--- src/rtl/vga_line_prefetch.sv ---
// vga_line_prefetch
//
// Purpose:
//    Double-buffered line prefetcher for a VGA scan-out path. It reads one
//    framebuffer line of four 32-bit words from SRAM over a Wishbone master
//    port into the back buffer. A swap pulse at line start then promotes the
//    back buffer to the front, where the pixel consumer reads it one word at
//    a time.
//
// Parameters:
//    BASE_ADDR    SRAM word address of framebuffer line 0
//    TIMEOUT_CYC  ack-wait cycle limit (only with VGA_PREFETCH_TIMEOUT_EN)
//
// Build option:
//    VGA_PREFETCH_TIMEOUT_EN  when defined, a word whose ack does not arrive
//                             within TIMEOUT_CYC cycles is filled with zero,
//                             timeout_err is set, and the fetch moves on.
//                             When undefined, the fetch waits indefinitely
//                             and timeout_err is tied low.
//
// Ports:
//    clk, rst           clock, synchronous active-high reset
//    VGA_state          0 inactive, 1 about to be active, 2 active
//    fetch_start        pulse: fetch line fetch_line into the back buffer
//    fetch_line         line index 0..95
//    swap               pulse at line start: back buffer becomes front
//    wb_cyc/stb/we      Wishbone master controls (read only, we = 0)
//    wb_adr, wb_sel     Wishbone word address and byte select
//    wb_dat_i, wb_ack   Wishbone read data and acknowledge
//    pix_word_idx       front-buffer word select
//    pix_word           selected front-buffer word (0 when not valid)
//    pix_valid          front buffer holds a complete line
//    underrun           sticky: swap arrived before the fetch completed
//    timeout_err        sticky: a word was replaced by zero after timeout

module vga_line_prefetch #(
   parameter logic [31:0] BASE_ADDR   = 32'h3E80,
   parameter int          TIMEOUT_CYC = 16
) (
   input  logic        clk,
   input  logic        rst,
   input  logic [1:0]  VGA_state,
   input  logic        fetch_start,
   input  logic [6:0]  fetch_line,
   input  logic        swap,
   output logic        wb_cyc,
   output logic        wb_stb,
   output logic        wb_we,
   output logic [31:0] wb_adr,
   output logic [3:0]  wb_sel,
   input  logic [31:0] wb_dat_i,
   input  logic        wb_ack,
   input  logic [1:0]  pix_word_idx,
   output logic [31:0] pix_word,
   output logic        pix_valid,
   output logic        underrun,
   output logic        timeout_err
);

   typedef enum logic [1:0] {
      IDLE  = 2'd0,
      FETCH = 2'd1,
      READY = 2'd2
   } state_t;

`ifdef VGA_PREFETCH_TIMEOUT_EN
   localparam bit TIMEOUT_ON = 1'b1;
`else
   localparam bit TIMEOUT_ON = 1'b0;
`endif

   state_t      state;
   state_t      next_state;
   logic        ptr;
   logic [6:0]  line_q;
   logic [1:0]  word_cnt;
   logic [31:0] to_cnt;
   logic [31:0] line_buf [0:1][0:3];

   logic        vga_active;
   logic        fetching;
   logic        accept;
   logic        timeout_hit;
   logic        advance;
   logic [31:0] line_off;

   assign vga_active = (VGA_state != 2'd0);
   assign fetching   = (state == FETCH);
   assign accept     = (state == IDLE) && vga_active && fetch_start
                       && (fetch_line < 7'd96);

   // A real ack always wins over a timeout landing in the same cycle.
   assign timeout_hit = TIMEOUT_ON && fetching && vga_active && !wb_ack
                        && (to_cnt == 32'(TIMEOUT_CYC - 1));
   assign advance     = fetching && vga_active && (wb_ack || timeout_hit);

   // line * 4 widened to 32 bits before the add so line 95 cannot overflow.
   assign line_off = {23'd0, line_q, 2'b00};

   assign wb_cyc = fetching;
   assign wb_stb = fetching;
   assign wb_we  = 1'b0;
   assign wb_sel = fetching ? 4'hF : 4'h0;
   assign wb_adr = fetching ? (BASE_ADDR + line_off + {30'd0, word_cnt}) : 32'h0;

   assign pix_word = pix_valid ? line_buf[ptr][pix_word_idx] : 32'h0;

   always_ff @(posedge clk) begin
      if (rst) begin
         state <= IDLE;
      end else begin
         state <= next_state;
      end
   end

   // Losing VGA_state aborts whatever is in progress. In READY only a swap
   // leaves, so a fetch_start arriving with it is dropped.
   always_comb begin
      next_state = state;
      if (!vga_active) begin
         next_state = IDLE;
      end else begin
         case (state)
            IDLE:    if (accept) next_state = FETCH;
            FETCH:   if (advance && (word_cnt == 2'd3)) next_state = READY;
            READY:   if (swap) next_state = IDLE;
            default: next_state = IDLE;
         endcase
      end
   end

   always_ff @(posedge clk) begin
      if (rst) begin
         ptr       <= 1'b0;
         line_q    <= 7'd0;
         word_cnt  <= 2'd0;
         to_cnt    <= 32'd0;
         pix_valid <= 1'b0;
         underrun  <= 1'b0;
      end else if (!vga_active) begin
         word_cnt  <= 2'd0;
         to_cnt    <= 32'd0;
         pix_valid <= 1'b0;
      end else begin
         if (accept) begin
            line_q   <= fetch_line;
            word_cnt <= 2'd0;
            to_cnt   <= 32'd0;
         end
         if (fetching) begin
            if (advance) begin
               word_cnt <= word_cnt + 2'd1;
               to_cnt   <= 32'd0;
            end else begin
               to_cnt   <= to_cnt + 32'd1;
            end
         end
         // An early swap keeps the old pointer so the fetch in flight
         // still lands in the back buffer.
         if (swap) begin
            if (state == READY) begin
               ptr       <= ~ptr;
               pix_valid <= 1'b1;
            end else begin
               underrun  <= 1'b1;
               pix_valid <= 1'b0;
            end
         end
      end
   end

   always_ff @(posedge clk) begin
      if (advance) begin
         line_buf[~ptr][word_cnt] <= timeout_hit ? 32'h0 : wb_dat_i;
      end
   end

`ifdef VGA_PREFETCH_TIMEOUT_EN
   logic timeout_err_q;

   always_ff @(posedge clk) begin
      if (rst) begin
         timeout_err_q <= 1'b0;
      end else if (timeout_hit) begin
         timeout_err_q <= 1'b1;
      end
   end

   assign timeout_err = timeout_err_q;
`else
   assign timeout_err = 1'b0;
`endif

endmodule

--- config.mk ---
export PLATFORM = sky130hd
export DESIGN_NAME = vga_line_prefetch
export DESIGN_NICKNAME = d
export VERILOG_FILES = /design/src/rtl/vga_line_prefetch.sv
export SDC_FILE = /design/constraint.sdc
export NUM_CORES = 1
export LEC_CHECK = 0
export ABC_AREA = 1
export CORE_MARGIN = 1
export CORE_UTILIZATION = 60
export DETAILED_ROUTE_END_ITERATION = 16
export GPL_ROUTABILITY_DRIVEN = 1
export PLACE_DENSITY_LB_ADDON = 0.08
export REMOVE_ABC_BUFFERS = 1
export SKIP_CTS_REPAIR_TIMING = 1
export SLEW_MARGIN = 30
export SYNTH_ARGS = -nofsm -noshare
export SYNTH_HDL_FRONTEND = slang
export SYNTH_SLANG_ARGS = --single-unit
--- constraint.sdc ---
create_clock -name clk -period 9.4 [get_ports clk]
set_input_delay 1.88 -clock clk [delete_from_list [all_inputs] [get_ports clk]]
set_output_delay 1.88 -clock clk [all_outputs]
set_load 0.02 [all_outputs]
Word level (Yosys, flattened, before mapping)
Memories as Yosys holds them, arrays and structs flattened. A register that Yosys moved wholly into a read port is not among the register bits.
Index checks and enable logic that the tools add are counted.

word-level totals
  bits of input ports = 48
  RAM bits = 256
  bits in latches = 0
  memories kept = 1
  logic and storage cells = 59
  ROM bits = 0
  bits in registers = 14
  output and inout bits = 74

memory list
  name      words  width  read ports  clocked after Yosys merged registers in  wr ports  line  text
  line_buf  2      128    1           1                                        1         78    logic [31:0] line_buf [0:1][0:3];

cells by class
  div/mod/pow operators = 0
  bitwise operators = 5
  add/subtract/negate cells = 3
  magnitude comparators = 4
  $mul = 0
  eq/ne operators = 6
  multiplexer cells = 20
  reduce and logical (&&, ||, !) cells = 14
  shift-type cells = 0

operators by type and width
  kind                                                                  count
  128-bit 2-to-1 mux                                                    1
  32-bit 2-to-1 mux                                                     4
  32-bit binary-select mux with 2-bit select                            1
  32-bit demux with 2-bit select                                        1
  15-bit by 2-bit adder with 16-bit output                              1
  16-bit 2-to-1 mux                                                     1
  14-bit by 9-bit adder with 15-bit output, first input constant        1
  2-bit 2-to-1 mux                                                      6
  3-bit AND reduction                                                   3
  1-bit logical AND                                                     7
  7-bit < comparator, second input constant                             1
  3-bit >= comparator, second input constant                            2
  2-bit NOT with 3-bit output                                           2
  2-bit case mux with 3 select lines                                    1
  2-bit == test, second input constant                                  2
  1-bit 2-to-1 mux                                                      4
  4-bit 2-to-1 mux                                                      1
  2-bit != test, second input constant                                  2
  3-bit by 1-bit < comparator with 1-bit output, second input constant  1
  1-bit NOT                                                             3
  2-bit by 1-bit adder with 2-bit output, second input constant         1
  2-bit by 1-bit == test with 1-bit output, second input constant       1
  2-bit logical NOT                                                     1
  2-bit by 1-bit != test with 1-bit output, second input constant       1
  other kinds (3)                                                       3

Longest topological paths before layout
  depth after elaboration = 7
  gate-level depth with buffers = 8
  depth with buffers taken out = 7

Worst setup path after synthesis
Ideal clock, no wire load.

  kind = input port to flip-flop
  from = input VGA_state[0]
  to = memory line_buf[0][100] (netlist bit) (enable)
  buffers on the path = 0
  path slack = 4.545 ns
  library setup time = 0.461 ns
  required time = 8.939 ns
  stages = 4
  arrival = 4.394 ns
  cells stage by stage = inv_1 nand2_1 nand3_2 nor3_1

between the ends
  cells in the longest elaborated chain, start to end = 5

ends and longest elaborated chain
  element                         line  text
  from (decl)                     42    input logic [1:0] VGA_state,
  2-bit nonzero test              87    assign vga_active = (VGA_state != 2'd0);
  1-bit logical AND (2 in a row)  95    assign advance = fetching && vga_active && (wb_ack || timeout_hit);
  1-bit 2-to-1 mux                173   if (advance) begin
  128-bit 2-to-1 mux              174   line_buf[~ptr][word_cnt] <= timeout_hit ? 32'h0 : wb_dat_i;
  to (decl)                       78

No other way between the ends.

Final worst setup path
  from = input pix_word_idx[0]
  to = output pix_word[31]

between the ends
  cells in the longest elaborated chain, start to end = 5

ends and longest elaborated chain
  element                                               line  text
  from (decl)                                           53    input logic [1:0] pix_word_idx,
  2-bit NOT with 3-bit output (implied by the code)     106   assign pix_word = pix_valid ? line_buf[ptr][pix_word_idx] : 32'h0;
  32-bit binary-select mux with 2-bit select            106
  32-bit 2-to-1 mux (implied by the code) (2 in a row)  106
  32-bit 2-to-1 mux                                     106
  to (decl)                                             54    output logic [31:0] pix_word,

No other way between the ends. The select of a mux whose other input is x is not followed.

==> impl_metrics.tcl <==
set metrics [dict create \
    hold_start "line_q[2]$_SDFFE_PP0P_" \
    placed_area_mm2 0.0134 \
    fin_area_mm2 0.0142 \
    synth_edf_count 256 \
    nFillCells 1377 \
    worst-path-buf-inv 5 \
    syn_inst 1268 \
    min_path_type "flip-flop to flip-flop" \
    grt_usage 0.243 \
    hold_ws_ns 0.484 \
    antenna_found_initial 0 \
    drive_gt1_frac 0.0531 \
    cts_tree "yes" \
    yosysTopAreaCell "edfxtp_1" \
    fmax_mhz 159 \
    synth_top_flop_cell "edfxtp_1" \
    synth_area_per_cell_um2 9.61 \
    dpl.hpwl_um 13800 \
    cts_made_buffers 27 \
    hold_violations 0 \
    cp_slowest_stage_delay_ns 0.62 \
    drtPass1Iterations 6 \
    slew_violations 0 \
    clkSinkCount 271 \
    post_drt_wl_per_cell_um 14.9 \
    critPathRequiredTime_ns 7.52 \
    ant_nets 0 \
    die_area_mm2 0.0209 \
    total_power_uw 2470 \
    synth_area_mm2 0.0122 \
    slowest_stage "clkdlybuf4s50_1" \
    synth.area.top_cells "edfxtp_1, nand2_1, inv_1" \
    path_max_fanout 65 \
    yosysTopAreaCellShare 0.631 \
    drc 0 \
    multi_input_area_mm2 0.00280 \
    fp.dieH_um 145 \
    cp.arrival_ns 4.41 \
    yosys_warnings 0 \
    overflow 0 \
    htreeDepth 1 \
    async_flop_share 0 \
    min_period_ns 6.29 \
    worst_pin_slew_ns 0.938 \
    place.port_buffers 102 \
    vias 8152 \
    die-width_um 145 \
    fp.coreArea_mm2 0.0197 \
    p_leak_uw 0.00619 \
    rsz0062_at_grt "no" \
    yosysUniqueCellTypes 23 \
    grt_pass1_wl_um 38200 \
    drt-total-wl_um 24500 \
    cp_top_family "buffers and inverters" \
    syn_to_final_growth_pct 16.7 \
    start_util 0.618 \
    vias_per_cell 4.97 \
    startpoint "pix_word_idx[0]" \
    diodes 0 \
    worst_slew_margin_rel 0.374 \
    ios 122 \
    drt-initial-drc-count 634 \
    setup_viol 0 \
    ys_seq_area_frac 0.655 \
    fin_tns_setup_ns 0 \
    start_kind "input port" \
    grt_max_degree 88 \
    status "complete, no violations" \
    nets 1408 \
    floorplan.rows 51 \
    dp.cells 1591 \
    clk_latency_ns 0.53 \
    final-seq-area_mm2 0.00799 \
    gp_congestion 0.787 \
    rr_startpoint "state[0]$_SDFFE_PP0P_" \
    ir_drop_mv 0.159 \
    yosysMostFrequentCell "nand2_1" \
    fin_crit_sh 0.669 \
    instances_no_fill 1640 \
    grt_pass1_vias 7646 \
    crit_chain "buf_2 -> buf_4 -> inv_2 -> buf_4 -> nand3_1 -> nand2_1 -> nor2_1 -> nor2_1 -> clkdlybuf4s50_1" \
    maxCapViolations 0 \
    cts_buffer_depth 3 \
    cts_root_buf "clkbuf_16" \
    skew_ns 0.0213 \
    synth.ff_latch_count 271 \
    power.density_mw_per_mm2 174 \
    ys_top_cells_by_count "nand2_1, inv_1, edfxtp_1, nand3_1, nor2_1" \
    clk_pin_slew_ns 0.06 \
    crit_path_end_kind "output pin" \
    crit_type "input port to output pin" \
]
==> stage by stage <==
stage,utilization,setup slack (ns)
floorplan,-,2.04
CTS,0.722,3.06
global route,0.722,2.97
global placement,0.676,3.15
finish,0.722,3.11
detailed placement,0.679,3.10
==> per-layer routing <==
| layer | vias up | global-route usage | share of wire |
|---|---|---|---|
| met1 | 3731 | 0.321 | 0.43 |
| met2 | 306 | 0.410 | 0.48 |
| li1 | 4073 | - | - |
| met5 | - | 0 | 0 |
| met4 | 0 | 0.0837 | 0.019 |
| met3 | 42 | 0.0374 | 0.067 |
==> logic make-up (layout without fill, tap and decap cells) <==
kind of cell               Yosys count  count (layout)  synth area share
other                                1              19          0.000308
AOI/OAI and AO/OA                    8               8           0.00349
adders and majority gates            5               5           0.00513
DFF                                271             271             0.655
buffers and inverters              364             453             0.124
and+or+nand+nor                    619             619             0.211
==> flip-flops by register name (all words and copies together), names as in the netlist, named ones only <==
| name | cells |
|---|---|
| ptr | 1 |
| pix_valid | 1 |
| underrun | 1 |
| word_cnt | 2 |
| line_q | 7 |
| line_buf | 256 |
| state | 2 |
==> layout by cell type (no fill, tap or decap), types with 2 or more instances in the layout <==
master	count
edfxtp_1	256
conb_1	19
clkinv_2	6
nand2_1	342
buf_16	2
inv_1	279
ha_1	5
a21oi_1	5
nor2_1	97
buf_4	17
inv_2	2
clkbuf_16	27
clkinv_1	9
clkdlybuf4s50_1	100
nand3b_1	7
dfxtp_1	14
nor2_4	3
buf_2	2
clkbuf_1	4
bufinv_16	3
nand3_1	160
o21ai_0	2
nor3_2	6
==> final cells by class <==
class,count,area share
Sequential cell,271,0.562
Multi-Input combinational cell,651,0.197
Timing Repair Buffer,121,0.0839
Inverter,283,0.0747
Clock buffer,31,0.0485
Tap cell,265,0.0233
Clock inverter,18,0.0113
==> report_power, final <==
part	switching [µW]	internal, µW	total [µW]	leakage [µW]
logic	69.2	40.9	110	0.00335
registers	2.82	1330	1330	0.00243
clock network	424	606	1030	0.000417
total	496	1970	2470	0.00619
==> worst register-to-register path, cell delays in order (launching register included) <==
cell and delay, ns:
dfxtp_1 0.35, inv_1 0.07, nor2_4 0.20, nand3_2 0.26, nor3_2 0.66, buf_4 0.55
==> path summary, 6_finish.rpt <==
path / depth (start not counted) / to / slack, ns
worst min register to register: 2 / line_q[2]$_SDFFE_PP0P_ / 0.48
worst max-delay path: 9 / pix_word[31] / 3.11
worst max register to register: 5 / line_buf[1][56]$_DFFE_PP_ / 6.94
worst min-delay path: 2 / line_q[2]$_SDFFE_PP0P_ / 0.48
Power figures use the tool's default switching activity.
==> edit (config.mk and constraints unchanged) <==
Build with the macro `VGA_PREFETCH_TIMEOUT_EN` defined.
--- a/src/rtl/vga_line_prefetch.sv
+++ b/src/rtl/vga_line_prefetch.sv
@@ -33,4 +33,6 @@
 //    underrun           sticky: swap arrived before the fetch completed
 //    timeout_err        sticky: a word was replaced by zero after timeout
+
+`define VGA_PREFETCH_TIMEOUT_EN
 
 module vga_line_prefetch #(
Behaviour: no difference found for any inputs over 4 cycles, from zero or initial values and one cycle with rst high; that may be too few to reach the edited logic, so the function may still have changed.
==> edit against the unedited design <==
  * Area after synthesis increased by 9.5%
  * Total power increased by 10%
  * Sequential cell count up 33
  * Utilization fell by 1.3 points
  * Count of clock-buffer cells in the layout grew 15
  * Non-clock buffer count is 1 lower
  * Final area up 8.7%
  * Global-route usage grew 1.4 points
  * Largest cell class unchanged
  * Combinational power increased by 12%
  * Critical path type unchanged
  * Wire length grew 19%
  * Worst setup slack improved by 0.075 ns
  * Clock power is 9.7% higher
==> edit: results (changes against the unedited design) <==
For the count of TritonRoute iterations in the first routing pass, the log shows 5 (was 6). The mean number of vias per cell works out to 5.61 (was 4.97). The start of the worst register-to-register path is to_cnt[0]$_SDFFE_PP0P_ (was state[0]$_SDFFE_PP0P_). The ratio of cells with drive above 1 in the final layout works out to 6.24% (was 5.31%).

The worst vdd rail ir drop was 0.000132 V (was 0.000159 V). The run finished with clean final reports. First-pass GRT wire length: 45.3 mm (was 38.2 mm). For the met1 track demand over resource in global routing, the log shows 35.3% (was 32.1%). The tools report the power share of the clock group as 41.4% (was 41.7%). The tools report the total half-perimeter wirelength after legalization and detailed placement as 16.2 mm (was 13.8 mm). The endpoint of the lowest-slack register-to-register path was line_buf[1][85]$_DFFE_PP_ (was line_buf[1][56]$_DFFE_PP_). Leading post-synthesis cells by cell area: edfxtp_1, nor2_1, dfxtp_1, o21ai_0, nand2_1 (was edfxtp_1, nand2_1, inv_1, nand3_1, nor2_1). The arithmetic-cell share of the synthesized area counting full adders, half adders and majority gates is 0.563% (was 0.513%). The number of multi-input combinational cells in the layout came out at 851 (was 651). The leakage power of the design is 5.39 nW (was 6.19 nW). The TritonCTS buffer count is 30 (was 27), and the violation count after the first detailed-routing iteration is 560 (was 634).

The mean post-synth cell area is 10.0 sq um (was 9.61 sq um), and the synthesized-area fraction occupied by ao, oa, aoi and oai cells is 11.2% (was 0.349%). The worst slew slack as a fraction of its limit is 41.6% (was 37.4%), and the clock buffer instance count of the final layout is 46 (was 31). The logs give 3.18 ns (was 3.11 ns) for the final worst-path setup slack and 54.0% (was 53.8%) for the share of power burned in registers. The number of nets at the end of the flow is 1458 (was 1408), and the detailed route wirelength on metal2 is 13.9 mm (was 11.8 mm). The met2 track demand over resource in global routing came out at 42.4% (was 41.0%). The routability congestion estimate from global placement came out at 0.957 (was 0.787). Internal power: 2.16 mW (was 1.97 mW).

The mean routed wirelength per cell was 17.1 microns (was 14.9 microns); the largest net degree at the start of global routing was 95 (was 88). The logs give 1651 (was 1591) for the number of instances in the placed design and 0.00395 sq mm (was 0.00280 sq mm) for the multi-input gate area in the final layout. The non-clock buffer area fraction after layout works out to 7.79% (was 8.39%). The met3 wire length was 2.24 mm (was 1.64 mm). The logs give 6.25 ns (was 6.94 ns) for the slack of the worst reg-to-reg path and 8869 (was 7646) for the via count of the first global-routing pass.

Top cells by instance count after synthesis: nor2_1, edfxtp_1, o21ai_0, nand2_1, inv_1 (was nand2_1, inv_1, edfxtp_1, nand3_1, nor2_1). The largest driver fanout on the critical path was 38 (was 65); the wire length reported by the detailed router was 29.2 mm (was 24.5 mm). The global routing met3 resource utilization came out at 3.61% (was 3.74%). End point of the critical path: pix_word[12] (was pix_word[31]).

The routed length on met1 came out at 12.4 mm (was 10.6 mm).
[edit: per-stage QoR]
stage,util (%),instance area (sq um)
2_1_floorplan,-,12900
6_report,70.9,15500
4_1_cts,70.8,15400
3_5_place_dp,66.5,14500
5_1_grt,70.9,15500
3_3_place_gp,66.2,14400
[edit: worst min-delay path by stage]
stage	startpoint	endpoint	slack (ns)	cells after the start
4_1_cts	line_q[3]$_SDFFE_PP0P_	line_q[3]$_SDFFE_PP0P_	0.47	2
5_1_grt	line_q[3]$_SDFFE_PP0P_	line_q[3]$_SDFFE_PP0P_	0.50	2
3_5_place_dp	line_q[3]$_SDFFE_PP0P_	line_q[3]$_SDFFE_PP0P_	0.45	2
6_report	line_q[3]$_SDFFE_PP0P_	line_q[3]$_SDFFE_PP0P_	0.47	2
3_3_place_gp	underrun$_SDFFE_PP0P_	underrun$_SDFFE_PP0P_	0.44	2
2_1_floorplan	line_q[0]$_SDFFE_PP0P_	line_q[0]$_SDFFE_PP0P_	0.44	2
